$ cat src/rtl/jtcps1_dma_if.sv
// Shared-VRAM bus seen by the DMA: CPU bus-sharing handshake plus the
// VRAM read port. The DMA is the master; CPU arbitration and the VRAM
// controller together form the slave side.
interface jtcps1_dma_if #(
   parameter int AW = 17
);
   logic          busreq;
   logic          busack;
   logic [AW-1:0] vram_addr;
   logic          vram_cs;
   logic [15:0]   vram_data;
   logic          vram_ok;

   modport master (
      output busreq, vram_addr, vram_cs,
      input  busack, vram_data, vram_ok
   );

   modport slave (
      input  busreq, vram_addr, vram_cs,
      output busack, vram_data, vram_ok
   );
endinterface

$ cat src/rtl/jtcps1_dma.sv
// jtcps1_dma: takes the main-CPU bus and copies the object table and the
// palette out of shared VRAM into the video chip's internal buffers.
// An object copy is triggered by the falling edge of LVBL; a palette copy
// by a pal_go pulse. Requests are latched in pending flags so none is lost,
// and a copy that finishes with the other kind pending chains straight into
// it without giving the bus back.
module jtcps1_dma #(
   parameter int AW      = 17,
   parameter int OBJ_LEN = 1024,
   parameter int PAL_LEN = 3072,
   parameter int CW      = 12
)(
   input  logic          clk,
   input  logic          rstn,
   input  logic          LVBL,
   input  logic          pal_go,
   input  logic [AW-1:0] obj_base,
   input  logic [AW-1:0] pal_base,
   jtcps1_dma_if.master  bus,
   output logic          wr_en,
   output logic          wr_sel,
   output logic [CW-1:0] wr_addr,
   output logic [15:0]   wr_data,
   output logic          busy
);

   typedef enum logic [2:0] {
      IDLE,     // no copy pending, bus released
      REQ,      // busreq high, waiting for the grant
      SETTLE,   // new address presented; any vram_ok here belongs to the old one
      READ,     // holding the address until vram_ok
      WRITE,    // one-cycle write into the internal buffer
      RELEASE   // busreq low, waiting for the CPU to take the bus back
   } state_t;

   localparam logic [CW-1:0] OBJ_LAST = CW'(OBJ_LEN - 1);
   localparam logic [CW-1:0] PAL_LAST = CW'(PAL_LEN - 1);

   state_t        state, state_nxt;
   logic          lvbl_l;
   logic          obj_trig;
   logic          obj_pend, pal_pend;
   logic          obj_clr, pal_clr;
   logic [AW-1:0] base, base_nxt;
   logic [AW-1:0] addr_nxt;
   logic [CW-1:0] cnt, cnt_nxt;
   logic [CW-1:0] wr_addr_nxt;
   logic [15:0]   wr_data_nxt;
   logic          sel_nxt;
   logic          last;
   logic          other_pend;

   // wr_sel doubles as "which copy is running": 0 object, 1 palette.
   assign obj_trig   = lvbl_l & ~LVBL;
   assign last       = (cnt == (wr_sel ? PAL_LAST : OBJ_LAST));
   assign other_pend = wr_sel ? obj_pend : pal_pend;

   // Bus-facing strobes decode straight from the state register; vram_cs is
   // also gated by busack so it can never be seen while the bus is not ours.
   assign bus.busreq  = (state == REQ) || (state == SETTLE) ||
                        (state == READ) || (state == WRITE);
   assign bus.vram_cs = ((state == SETTLE) || (state == READ)) && bus.busack;
   assign wr_en       = (state == WRITE);
   assign busy        = (state != IDLE);

   // Trigger capture: a trigger always wins over the clear of the same flag,
   // so a request that lands while its own copy starts is kept for a rerun.
   always_ff @(posedge clk) begin
      if (!rstn) begin
         lvbl_l   <= 1'b0;
         obj_pend <= 1'b0;
         pal_pend <= 1'b0;
      end else begin
         // NOTE: state registers use non-blocking assignments so every
         // process sees the pre-edge values during the same clock edge.
         lvbl_l   <= LVBL;
         obj_pend <= (obj_pend & ~obj_clr) | obj_trig;
         pal_pend <= (pal_pend & ~pal_clr) | pal_go;
      end
   end

   // FSM state register.
   always_ff @(posedge clk) begin
      if (!rstn) state <= IDLE;
      else       state <= state_nxt;
   end

   // Datapath registers: copy base, word counter, VRAM address and the
   // buffer write port. All cleared by reset so an aborted copy leaves no trace.
   always_ff @(posedge clk) begin
      if (!rstn) begin
         base          <= '0;
         cnt           <= '0;
         wr_sel        <= 1'b0;
         bus.vram_addr <= '0;
         wr_addr       <= '0;
         wr_data       <= '0;
      end else begin
         base          <= base_nxt;
         cnt           <= cnt_nxt;
         wr_sel        <= sel_nxt;
         bus.vram_addr <= addr_nxt;
         wr_addr       <= wr_addr_nxt;
         wr_data       <= wr_data_nxt;
      end
   end

   // Next-state and next-datapath logic.
   always_comb begin
      // NOTE: every signal gets a hold/default value first so no path through
      // the case statement can leave it unassigned and infer a latch.
      state_nxt   = state;
      base_nxt    = base;
      cnt_nxt     = cnt;
      sel_nxt     = wr_sel;
      addr_nxt    = bus.vram_addr;
      wr_addr_nxt = wr_addr;
      wr_data_nxt = wr_data;
      obj_clr     = 1'b0;
      pal_clr     = 1'b0;

      case (state)
         IDLE: begin
            if (obj_pend || pal_pend) begin
               // Object copy has priority when both are pending.
               state_nxt = REQ;
               sel_nxt   = ~obj_pend;
               base_nxt  = obj_pend ? obj_base : pal_base;
               cnt_nxt   = '0;
               obj_clr   = obj_pend;
               pal_clr   = ~obj_pend;
            end
         end

         REQ: begin
            // Also the re-entry point after a lost grant: the counter is kept,
            // so the same word is re-addressed.
            if (bus.busack) begin
               state_nxt = SETTLE;
               addr_nxt  = base + AW'(cnt);
            end
         end

         SETTLE: begin
            state_nxt = bus.busack ? READ : REQ;
         end

         READ: begin
            if (!bus.busack) begin
               state_nxt = REQ;
            end else if (bus.vram_ok) begin
               state_nxt   = WRITE;
               wr_data_nxt = bus.vram_data;
               wr_addr_nxt = cnt;
            end
         end

         WRITE: begin
            if (!last) begin
               state_nxt = SETTLE;
               cnt_nxt   = CW'(cnt + 1'b1);
               addr_nxt  = base + AW'(CW'(cnt + 1'b1));
            end else if (other_pend) begin
               // Chain into the other table while we still own the bus.
               state_nxt = SETTLE;
               sel_nxt   = ~wr_sel;
               base_nxt  = wr_sel ? obj_base : pal_base;
               addr_nxt  = wr_sel ? obj_base : pal_base;
               cnt_nxt   = '0;
               obj_clr   = wr_sel;
               pal_clr   = ~wr_sel;
            end else begin
               state_nxt = RELEASE;
            end
         end

         RELEASE: begin
            if (!bus.busack) state_nxt = IDLE;
         end

         default: state_nxt = IDLE;
      endcase
   end

endmodule

$ cat src/flat_wrapper.sv
// flat-port wrapper written by rule: the top's interface ports become plain ports
module jtcps1_dma_flat 
#(
   parameter int AW      = 17,
   parameter int OBJ_LEN = 1024,
   parameter int PAL_LEN = 3072,
   parameter int CW      = 12
)
  (clk, rstn, LVBL, pal_go, obj_base, pal_base, wr_en, wr_sel, wr_addr, wr_data, busy, bus_busreq, bus_vram_addr, bus_vram_cs, bus_busack, bus_vram_data, bus_vram_ok);
  jtcps1_dma_if #(.AW(AW)) bus_i ();
  input  logic clk;
  input  logic rstn;
  input  logic LVBL;
  input  logic pal_go;
  input  logic [AW-1:0] obj_base;
  input  logic [AW-1:0] pal_base;
  output logic wr_en;
  output logic wr_sel;
  output logic [CW-1:0] wr_addr;
  output logic [15:0] wr_data;
  output logic busy;
  output wire logic [$bits(bus_i.busreq)-1:0] bus_busreq;
  output wire logic [$bits(bus_i.vram_addr)-1:0] bus_vram_addr;
  output wire logic [$bits(bus_i.vram_cs)-1:0] bus_vram_cs;
  input wire logic [$bits(bus_i.busack)-1:0] bus_busack;
  input wire logic [$bits(bus_i.vram_data)-1:0] bus_vram_data;
  input wire logic [$bits(bus_i.vram_ok)-1:0] bus_vram_ok;
  assign bus_busreq = bus_i.busreq;
  assign bus_vram_addr = bus_i.vram_addr;
  assign bus_vram_cs = bus_i.vram_cs;
  assign bus_i.busack = bus_busack;
  assign bus_i.vram_data = bus_vram_data;
  assign bus_i.vram_ok = bus_vram_ok;
  jtcps1_dma #(.AW(AW), .OBJ_LEN(OBJ_LEN), .PAL_LEN(PAL_LEN), .CW(CW)) u_core (.clk(clk), .rstn(rstn), .LVBL(LVBL), .pal_go(pal_go), .obj_base(obj_base), .pal_base(pal_base), .bus(bus_i), .wr_en(wr_en), .wr_sel(wr_sel), .wr_addr(wr_addr), .wr_data(wr_data), .busy(busy));
endmodule
$ cat config.mk
export PLATFORM = sky130hd
export DESIGN_NAME = jtcps1_dma_flat
export DESIGN_NICKNAME = d
export VERILOG_FILES = /design/src/rtl/jtcps1_dma_if.sv /design/src/rtl/jtcps1_dma.sv /design/src/flat_wrapper.sv
export SDC_FILE = /design/constraint.sdc
export NUM_CORES = 1
export LEC_CHECK = 0
export BUFFER_PORTS_ARGS = -buffer_cell sky130_fd_sc_hd__buf_2
export CORE_ASPECT_RATIO = 1.75
export CORE_MARGIN = 5
export CORE_UTILIZATION = 60
export DETAILED_ROUTE_END_ITERATION = 12
export GPL_TIMING_DRIVEN = 0
export PLACE_DENSITY = 0.91
export RECOVER_POWER = 50
export SLEW_MARGIN = 20
export SYNTH_ARGS = -nofsm -noshare
export SYNTH_HDL_FRONTEND = slang
export SYNTH_SLANG_ARGS = --single-unit
$ cat constraint.sdc
create_clock -name clk -period 7.55 [get_ports clk]
set_input_delay 1.1325 -clock clk [delete_from_list [all_inputs] [get_ports clk]]
set_output_delay 1.1325 -clock clk [all_outputs]
set_load 0.01 [all_outputs]
Yosys cells after proc, flatten, opt, wreduce, memory -nomap -nowiden
Cells that the tools add are included.
- $add $sub $neg: 3
- $mul: 0
- divide/modulo/power cells: 0
- $lt $le $gt $ge: 0
- equality and inequality tests: 13
- shift operators: 0
- mux-type cells: 36
- bitwise logic cells: 10
- reductions and logical operators: 15
- operators with widths (operator ; count):
    2-to-1 mux 17 bit ; 7
    one-hot mux 17 bit (2 select lines) ; 2
    2-to-1 mux 12 bit ; 4
    adder 17 x 12 -> 17 bit ; 2
    one-hot mux 12 bit (2 select lines) ; 1
    2-to-1 mux 3 bit ; 7
    one-hot mux 3 bit (6 select lines) ; 1
    adder 12 x 1 -> 12 bit (second input constant) ; 1
    equality test 12 bit ; 1
    2-to-1 mux 1 bit ; 10
    AND reduction 3 bit ; 3
    AND reduction 4 bit ; 2
    equality test 3 x 2 -> 1 bit (second input constant) ; 2
    equality test 3 bit (second input constant) ; 2
    != test 2 x 1 -> 1 bit (second input constant) ; 3
    != test 3 bit (second input constant) ; 2
    one-hot mux 1 bit (2 select lines) ; 3
    logical OR 1 bit ; 5
    NOT 1 bit ; 5
    != test 2 bit (second input constant) ; 2
    nonzero test 2 bit ; 2
    AND 1 bit ; 3
    equality test 3 x 1 -> 1 bit (second input constant) ; 1
    zero test 3 bit ; 1
    other kinds (4) ; 5
- bits in registers: 81
- latch bits: 0
- bits in writable memories: 0
- ROM bits: 0
- logic and storage cells: 87
- memories kept: 0

Longest topological paths before layout
Gate-level depths: netlist (run 1).
- word-level depth: 7
- depth in mapped cells: 15
- depth with buffers taken out: 14

Least setup slack after synthesis (run 1)
Ideal clock, no wire load.
- path kind: reg-to-reg
- start: register u_core.cnt[1]
- end: register u_core.bus.vram_addr[14]
- library setup time: 120 ps
- arrival: 2922 ps
- data required time: 7430 ps
- setup slack: 4507 ps
- stages on the path, launching flop included: 13
- path buffers: 1
- cell sequence: dfxtp_1 -> and3_1 -> and3_1 -> clkbuf_1 -> nand3_1 -> xnor2_1 -> ha_1 -> a2111oi_0 -> a211oi_1 -> nor2_1 -> mux2_2 -> nor2_1 -> o41ai_1
- longest elaborated chain between the ends: 4
- elaborated cells between the ends (all ways): 9
- those cells by class: add/sub (3); eq/ne (2); mux (3); reduce/logical (1)
- ends and longest elaborated chain (element ; line ; RTL):
    start, declared ; jtcps1_dma.sv:46 ; logic [CW-1:0] cnt, cnt_nxt;
    start signal, assigned ; jtcps1_dma.sv:100 ; cnt <= cnt_nxt;
    adder 12 x 1 -> 12 bit ; jtcps1_dma.sv:162 ; addr_nxt = base + AW'(CW'(cnt + 1'b1));
    adder 17 x 12 -> 17 bit ; jtcps1_dma.sv:162 ;
    2-to-1 mux 17 bit ; jtcps1_dma.sv:159 ; if (!last) begin
    one-hot mux 17 bit (2 select lines) ; jtcps1_dma.sv:122 ; case (state)
    end signal, assigned ; jtcps1_dma.sv:102 ; bus.vram_addr <= addr_nxt;
    end, declared ; jtcps1_dma_if.sv:15 ; output busreq, vram_addr, vram_cs,
Several ways; a longest one is shown, not always the timed one. The select of a mux whose other input is x is not followed.
A chain may end at the register's enable or synchronous reset.

Worst setup path in the final report (run 1)
- start: register u_core.state[1]
- end: output wr_en
- longest elaborated chain between the ends: 1
- ends and longest elaborated chain (element ; line ; RTL):
    start, declared ; jtcps1_dma.sv:39 ; state_t state, state_nxt;
    start signal, assigned ; jtcps1_dma.sv:85 ; else state <= state_nxt;
    equality test 3 bit ; jtcps1_dma.sv:63 ; assign wr_en = (state == WRITE);
    end, declared ; flat_wrapper.sv:17 ; output logic wr_en;
Every way passes these cells.

==> metrics.md, run 1 <==
| Metric | Value |
|---|---|
| Number of diodes | `0` |
| Post-Synthesis Cells | `~640` |
| Placed instance area | `about 0.0057 mm^2` |
| Final Skew | `roughly 5.5 ps` |
| Core box area | `0.008258 mm^2` |
| Syn_area_per_cell | `between 7 and 8 um^2` |
| Post-synth top area share | `between 30% and 40%` |
| Post-synthesis sequential area ratio | `roughly a third` |
| Fmax achieved | `263.2 MHz` |
| Period utilisation layout | `50.32%` |
| Initial drt markers | `486` |
| CP max FO | `10` |
| Hold Crit Class | `register to register` |
| Fillcell total | `roughly 660` |
| Uppermost layer routed | `met4` |
| Netlist cell types | `60` |
| Final net count | `roughly 840` |
| Die H | `approximately 130 um` |
| Max Root-Sink Buffers | `2` |
| Mapped cell area | `0.005062 mm^2` |
| WP data required | `6420 ps` |
| Met2 wire len | `about 8.0 mm` |
| Post-CTS Setup Inserts | `0` |
| Mapped Nets | `around 720` |
| Final setup TNS | `0 ps` |
| Row cnt | `44` |
| Overflow left after global routing | `0` |
| Post-CTS sizing | `0` |
| WL final | `between 15 and 20 mm` |
| Leakage Power | `2.533 nW` |
| CTS Root Cell | `clkbuf_16` |
| RePlAce Congestion | `between 0.9 and 1` |
| Largest net degree at the start of global routing | `15` |
| Post-Route M1 WL | `5.894 mm` |
| Yosys warns | `0` |
| Slew @ Worst Pin | `905.1 ps` |
| CTS Hold Bufs | `0` |
| MaxCap Viol Count | `0` |
| CP endpoint kind | `output pin` |
| Die footprint | `0.01045 mm^2` |
| Dominant synthesized flop cell | `dfxtp_1` |
| Design area | `~0.0060 mm^2` |
| Final Hold Viols | `0` |
| Fin crit period | `around 3800 ps` |
| Vias per cell | `6.336` |
| Slew headroom | `about two fifths` |
| Type of the worst setup path | `register to output pin` |
| Total GRT Usage | `between 30% and 40%` |
| Final Max Tran Viols | `0` |
| Initial core utilization | `around 61%` |
| Routed via count | `roughly 5400` |
| Io pins | `106` |
| Clk sink count | `81` |
| Critical path cell sequence | `buf_2 -> nor2_2 -> nand2_1 -> inv_1 -> clkbuf_1 -> clkbuf_1 -> buf_2` |
| Skew-Pair Late Insertion Delay | `~350 ps` |
| Cell taking the most area after synthesis | `dfxtp_1` |
| Status | `completed` |
| Htree depth | `3` |
| Pwr Density | `205.5 mW/mm^2` |
| Startpoint types | `register` |
| Clock slew seen by the registers of the worst setup and hold paths | `around 60 ps` |
| First-pass GRT wire length | `~26 mm` |
| CP max-delay cell | `clkbuf_1` |
| DRC | `0` |
| Final Setup Violations | `0` |
| Ys async rst share | `0%` |
| Sequential cell area | `0.001622 mm^2` |
| CTS Buf Count | `9` |
| Yosys reg bits | `81` |
| Final ANT Viol Nets | `0` |
| Vias in the first global route | `5515` |
| Top cells by instance count after synthesis | `nand2_1 (91), dfxtp_1 (81), a21oi_1 (73)` |
| RSZ-0062 raised after global routing | `false` |
| Most frequent cell after synthesis | `nand2_1` |
| Area growth syn-to-layout | `18.12%` |
| Initial antenna violation count | `0` |
| WL met3 | `1.252 mm` |
| Share of cells above drive strength 1 | `roughly an eighth` |
| CP peak stage delay | `540 ps` |
| Multi-input gate area | `between 0.003 and 0.004 mm^2` |
| Post-synth EDFFs | `0` |
| DP Wirelength | `about 12 mm` |
| DR WL/cell | `around 19 um` |
| Crit path DAT | `~2700 ps` |
| Synth top area cells | `dfxtp_1 (32%), a21oi_1 (7.2%), nand2_1 (6.7%)` |
| CTS tree | `built` |
| Pre-antenna DRT Iters | `5` |
| IO Port Bufs | `between 100 and 150` |
| Die Wd | `79.44 um` |
| Max VDD drop | `roughly 0.13 mV` |
-- metrics by stage --
stage | std cells | setup WS [ps] | util, % | hold WS, ps | power (mW)
after floorplan | 637 | 4507 | - | 435.1 | 0.6451
after global placement | 834 | 3943 | 69.06 | 438.5 | 0.7197
after detailed placement | 834 | 3944 | 69.06 | 443.5 | 0.7278
after CTS | 850 | 3841 | 73.23 | 451.5 | 1.224
after global routing | 850 | 3514 | 72.41 | 477.2 | 1.273
final | 850 | 3751 | 72.41 | 452.6 | 1.229
-- final timing paths --
kind | startpoint | depth (start not counted) | slack (ps) | endpoint
hold / removal | u_core.wr_data[0] | 2 | 450 | u_core.wr_data[0]
setup / recovery | u_core.state[1] | 7 | 3750 | wr_en
setup reg to reg | u_core.cnt[2] | 12 | 3750 | u_core.bus.vram_addr[14]
hold reg to reg | u_core.wr_data[0] | 2 | 450 | u_core.wr_data[0]
-- worst max-delay path: cells and delay by family (launching register included) --
family	cells	cell delay (ps)
flops	1	300
buf+inv	5	1550
simple gates	2	460
-- cell type report --
cell class	instances	share of cell area [%]
well taps	92	1.925
plain buffers	38	2.929
multi-input cells	512	54.11
inverters	6	0.3766
repair buffers	105	7.784
flip-flops and latches	81	27.12
clock inverters	7	1.988
clock buffers	9	3.766
-- registers in the layout, indices dropped and copies added (netlist names) --
| register | flops |
|---|---|
| u_core.obj_pend | 1 |
| u_core.cnt | 12 |
| u_core.wr_addr | 12 |
| u_core.wr_data | 16 |
| u_core.lvbl_l | 1 |
| u_core.base | 17 |
| u_core.wr_sel | 1 |
| u_core.bus.vram_addr | 17 |
| u_core.state | 3 |
| u_core.pal_pend | 1 |
-- logic make-up (layout without fill, tap and decap cells) --
logic type / count (synthesis) / after routing / synth area share [%]
simple gates: 218 / 218 / 19.25
compound gates: 193 / 193 / 23.50
flops: 81 / 81 / 32.03
buf+inv: 44 / 165 / 3.905
mux: 39 / 39 / 8.132
xor+xnor: 33 / 33 / 5.709
fa+ha+maj: 29 / 29 / 7.464
-- cell usage in the layout (no fill, tap or decap), types with 4 or more instances in the layout --
master and instances:
a21oi_1 73, nand3_1 13, nand2b_1 4, and3_1 7, dfxtp_1 81, a22oi_1 4
o21ai_1 9, clkbuf_16 9, xnor2_1 22, ha_1 27, clkbuf_1 74, nor2b_1 5
xor2_1 11, nand3b_1 5, o211ai_1 7, and2_1 4, o21ai_0 30, inv_1 6
nand2_1 91, or3_1 4, o21a_1 9, mux2_2 7, mux2i_1 31, a211oi_1 26
nor3_1 9, a21o_1 6, buf_2 62, nor2_1 69
-- power breakdown --
part	switching (mW)	leakage [nW]	internal, mW	total (mW)
Sequential	0.0227	0.658	0.453	0.476
Combinational	0.150	1.71	0.0984	0.248
Clock	0.182	0.162	0.323	0.505
Total	0.354	2.53	0.874	1.23
-- metal layers --
layer  global-route usage, %  vias up
li1                        -     2509
met1                   33.53     2474
met2                   53.77      312
met3                   6.027       91
met4                   22.28        0
met5                       0        -
No activity file was read; power rests on OpenSTA's default activity.
==> run 2: changes to the inputs <==
- CORE_UTILIZATION: 60 -> 50
- PLACE_DENSITY: 0.91 -> 0.82
- clock period: 7.55 -> 3.4 ns (I/O delays scaled with it)
==> run 2 against run 1 <==
Clock skew is 3.9 ps higher; clock power rose by 130%; flip-flop and latch count is the same; worst setup slack worse by 3600 ps; via count fell by 1.7%; global-route usage fell by 4.6 points; routed wire length rose by 1.6%; first-iteration DRC count shrank 25%; die area increased by 18%; power up 120%; critical path type unchanged; critical endpoint unchanged; largest cell class unchanged.
==> metrics.md, run 2 (same netlist as run 1, synthesis figures left out) <==
| Metric | Value |
|---|---|
| Area growth syn-to-layout | `20.81%` |
| Max VDD drop | `0.2774 mV (+110%)` |
| Fillcell total | `906 (+38%)` |
| Final Hold Viols | `0 (unchanged)` |
| Htree depth | `3 (unchanged)` |
| CP dominant cell by count | `clkbuf_1` |
| Final Power | `2.748 mW (+120%)` |
| Skew-Pair Late Insertion Delay | `340 ps (about the same)` |
| Worst flop-to-flop path startpoint | `u_core.cnt[0]` |
| Row cnt | `48 (+9.1%)` |
| RePlAce Congestion | `0.9294 (-2.4%)` |
| Die H | `143.1 um (+8.8%)` |
| Clock slew seen by the registers of the worst setup and hold paths | `60 ps (about the same)` |
| Design area | `0.006116 mm^2 (+2.3%)` |
| Max Root-Sink Buffers | `2 (unchanged)` |
| Type of the worst setup path | `register to output pin` |
| Placed instance area | `0.005744 mm^2 (+0.72%)` |
| Hold depth | `3 (+1)` |
| Final net count | `837 (-0.12%)` |
| CTS tree | `built` |
| WP data required | `2890 ps (-3530 ps)` |
| MaxCap Viol Count | `0 (unchanged)` |
| CTS Buf Count | `9 (unchanged)` |
| Crit path max-delay family | `buffers and inverters` |
| Worst Setup SP | `u_core.state[1]` |
| Top flop regs | `u_core.base (17), u_core.bus.vram_addr (17), u_core.wr_data (16)` |
| Period utilisation layout | `95.95%` |
| Number of diodes | `0 (unchanged)` |
| Final setup TNS | `0 ps (unchanged)` |
| Status | `completed` |
| Fin crit period | `3262 ps` |
| Flop2flop setup slack | `220 ps (-3530 ps)` |
| DR WL/cell | `18.73 um (-2.0%)` |
| Io pins | `106 (unchanged)` |
| Final Max Tran Viols | `0 (unchanged)` |
| DRC | `0 (unchanged)` |
| Leakage Power | `2.538 nW (+0.19%)` |
| Most common cell after layout, fill and taps aside | `nand2_1` |
| Pre-antenna DRT Iters | `7 (+2)` |
| Levels on crit path | `7 (unchanged)` |
| Critical path cell sequence | `clkbuf_1 -> nor2_2 -> nand2_1 -> inv_1 -> clkbuf_1 -> clkbuf_1 -> buf_2` |
| IO Port Bufs | `105 (unchanged)` |
| Die Wd | `86.06 um (+8.3%)` |
| Share of cells above drive strength 1 | `14.53% (+1.9 points)` |
| Vias in the first global route | `5423 (-1.7%)` |
| Final ANT Viol Nets | `0 (unchanged)` |
| CP endpoint kind | `output pin` |
| Crit path DAT | `2750 ps (+80 ps)` |
| First-pass GRT wire length | `26.08 mm (+0.75%)` |
| CP max-delay cell | `clkbuf_1` |
| Final Skew | `9.485 ps (+3.936 ps)` |
| RSZ-0062 raised after global routing | `false` |
| DP Wirelength | `12.53 mm (+2.2%)` |
| Post-CTS Setup Inserts | `0 (unchanged)` |
| Initial core utilization | `51.09% (-10 points)` |
| Overflow left after global routing | `0 (unchanged)` |
| Inst Count DP | `867 (+4.0%)` |
| Multi-input gate area | `0.003317 mm^2 (+2.5%)` |
| Worst path bufs/invs | `5 (unchanged)` |
| Core box area | `0.009910 mm^2 (+20%)` |
| Initial drt markers | `364 (-25%)` |
| Hold Crit Class | `primary input to register` |
| Die footprint | `0.01232 mm^2 (+18%)` |
| Clk sink count | `81 (unchanged)` |
| WL final | `16.52 mm (+1.6%)` |
| Pwr Density | `449.4 mW/mm^2 (+120%)` |
| Startpoint types | `register` |
| CP max FO | `10 (unchanged)` |
| Final Setup Violations | `0 (unchanged)` |
| CP peak stage delay | `540 ps (about the same)` |
| Critical path endpoint | `wr_en` |
| Vias per cell | `6.005 (-5.2%)` |
| Sequential cell area | `0.001630 mm^2 (+0.54%)` |
| CTS Root Cell | `clkbuf_16` |
| Largest net degree at the start of global routing | `15 (unchanged)` |
| Initial antenna violation count | `0 (unchanged)` |
| Total GRT Usage | `26.78% (-4.6 points)` |
| R2R Path End | `u_core.bus.vram_addr[13]` |
| Fin cells | `882 (+3.8%)` |
| Slew @ Worst Pin | `843.5 ps (-61.54 ps)` |
| Most frequent cells in the layout | `nand2_1 (91), dfxtp_1 (78), clkbuf_1 (74)` |
| Slew headroom | `43.76% (+4.1 points)` |
| Fmax achieved | `306.5 MHz` |
| Routed via count | `5296 (-1.7%)` |
| Worst reg2reg path depth | `14 (+2)` |
## run 2: cell types whose count changed in the layout (fill, tap and decap cells not counted), moves of 2 or more
cell and change:
a21oi_2 +2, a211oi_1 -2, dfxtp_4 +2, a21oi_1 -2, dfxtp_1 -3, ha_1 -2
a211oi_2 +2
## run 2: layer usage
| layer | share of wire [%] | vias to the layer above | track usage (%) |
|---|---|---|---|
| li1 | - | 2498 | - |
| met1 | 36 | 2459 | 27.82 |
| met2 | 51 | 273 | 47.78 |
| met3 | 7.7 | 66 | 5.312 |
| met4 | 5.4 | 0 | 17.68 |
| met5 | 0 | - | 0 |
## run 2: repair_timing
item,in CTS,in global routing
pin swaps,1,3
cloned,0,0
hold buffers,0,0
resized for setup,6,14
endpoints found under the setup margin,4,5
## run 2: metrics by stage
| stage | hold slack [ps] | utilization [%] | setup WS, ps |
|---|---|---|---|
| final | 398.5 | 61.72 | 137.9 |
| after CTS | 393.0 | 61.68 | 84.43 |
| after floorplan | 435.1 | - | 357.1 |
| after detailed placement | 443.8 | 57.97 | -121.8 |
| after global placement | 438.1 | 57.97 | -106.3 |
| after global routing | 415.2 | 61.72 | 3.489 |
## run 2: where the power goes
part / total, mW / switching, mW / internal, mW
sequential: 1.06 / 0.0505 / 1.00
clock: 1.14 / 0.398 / 0.740
combinational: 0.555 / 0.336 / 0.219
total: 2.75 / 0.785 / 1.96
## run 2: worst min-delay path: cells and delay by family
kind,cells,cell delay (ps)
compound gates,1,30
buf+inv,1,80
simple gates,1,80
## run 2: cell type report
class / instances / share of cell area [%]
plain buffers: 37 / 2.782
clock buffers: 10 / 3.908
clock inverters: 6 / 1.882
inverters: 6 / 0.3682
multi-input cells: 512 / 54.23
flip-flops and latches: 81 / 26.66
well taps: 125 / 2.557
repair buffers: 105 / 7.610
## run 2: how the worst min path moves through the flow
stage,start,end,slack (ps)
after floorplan,u_core.lvbl_l,u_core.obj_pend,440
after global placement,u_core.wr_data[2],u_core.wr_data[2],440
after detailed placement,u_core.wr_data[10],u_core.wr_data[10],440
after CTS,LVBL,u_core.lvbl_l,390
after global routing,bus_vram_data[12],u_core.wr_data[12],420
final,pal_go,u_core.pal_pend,400
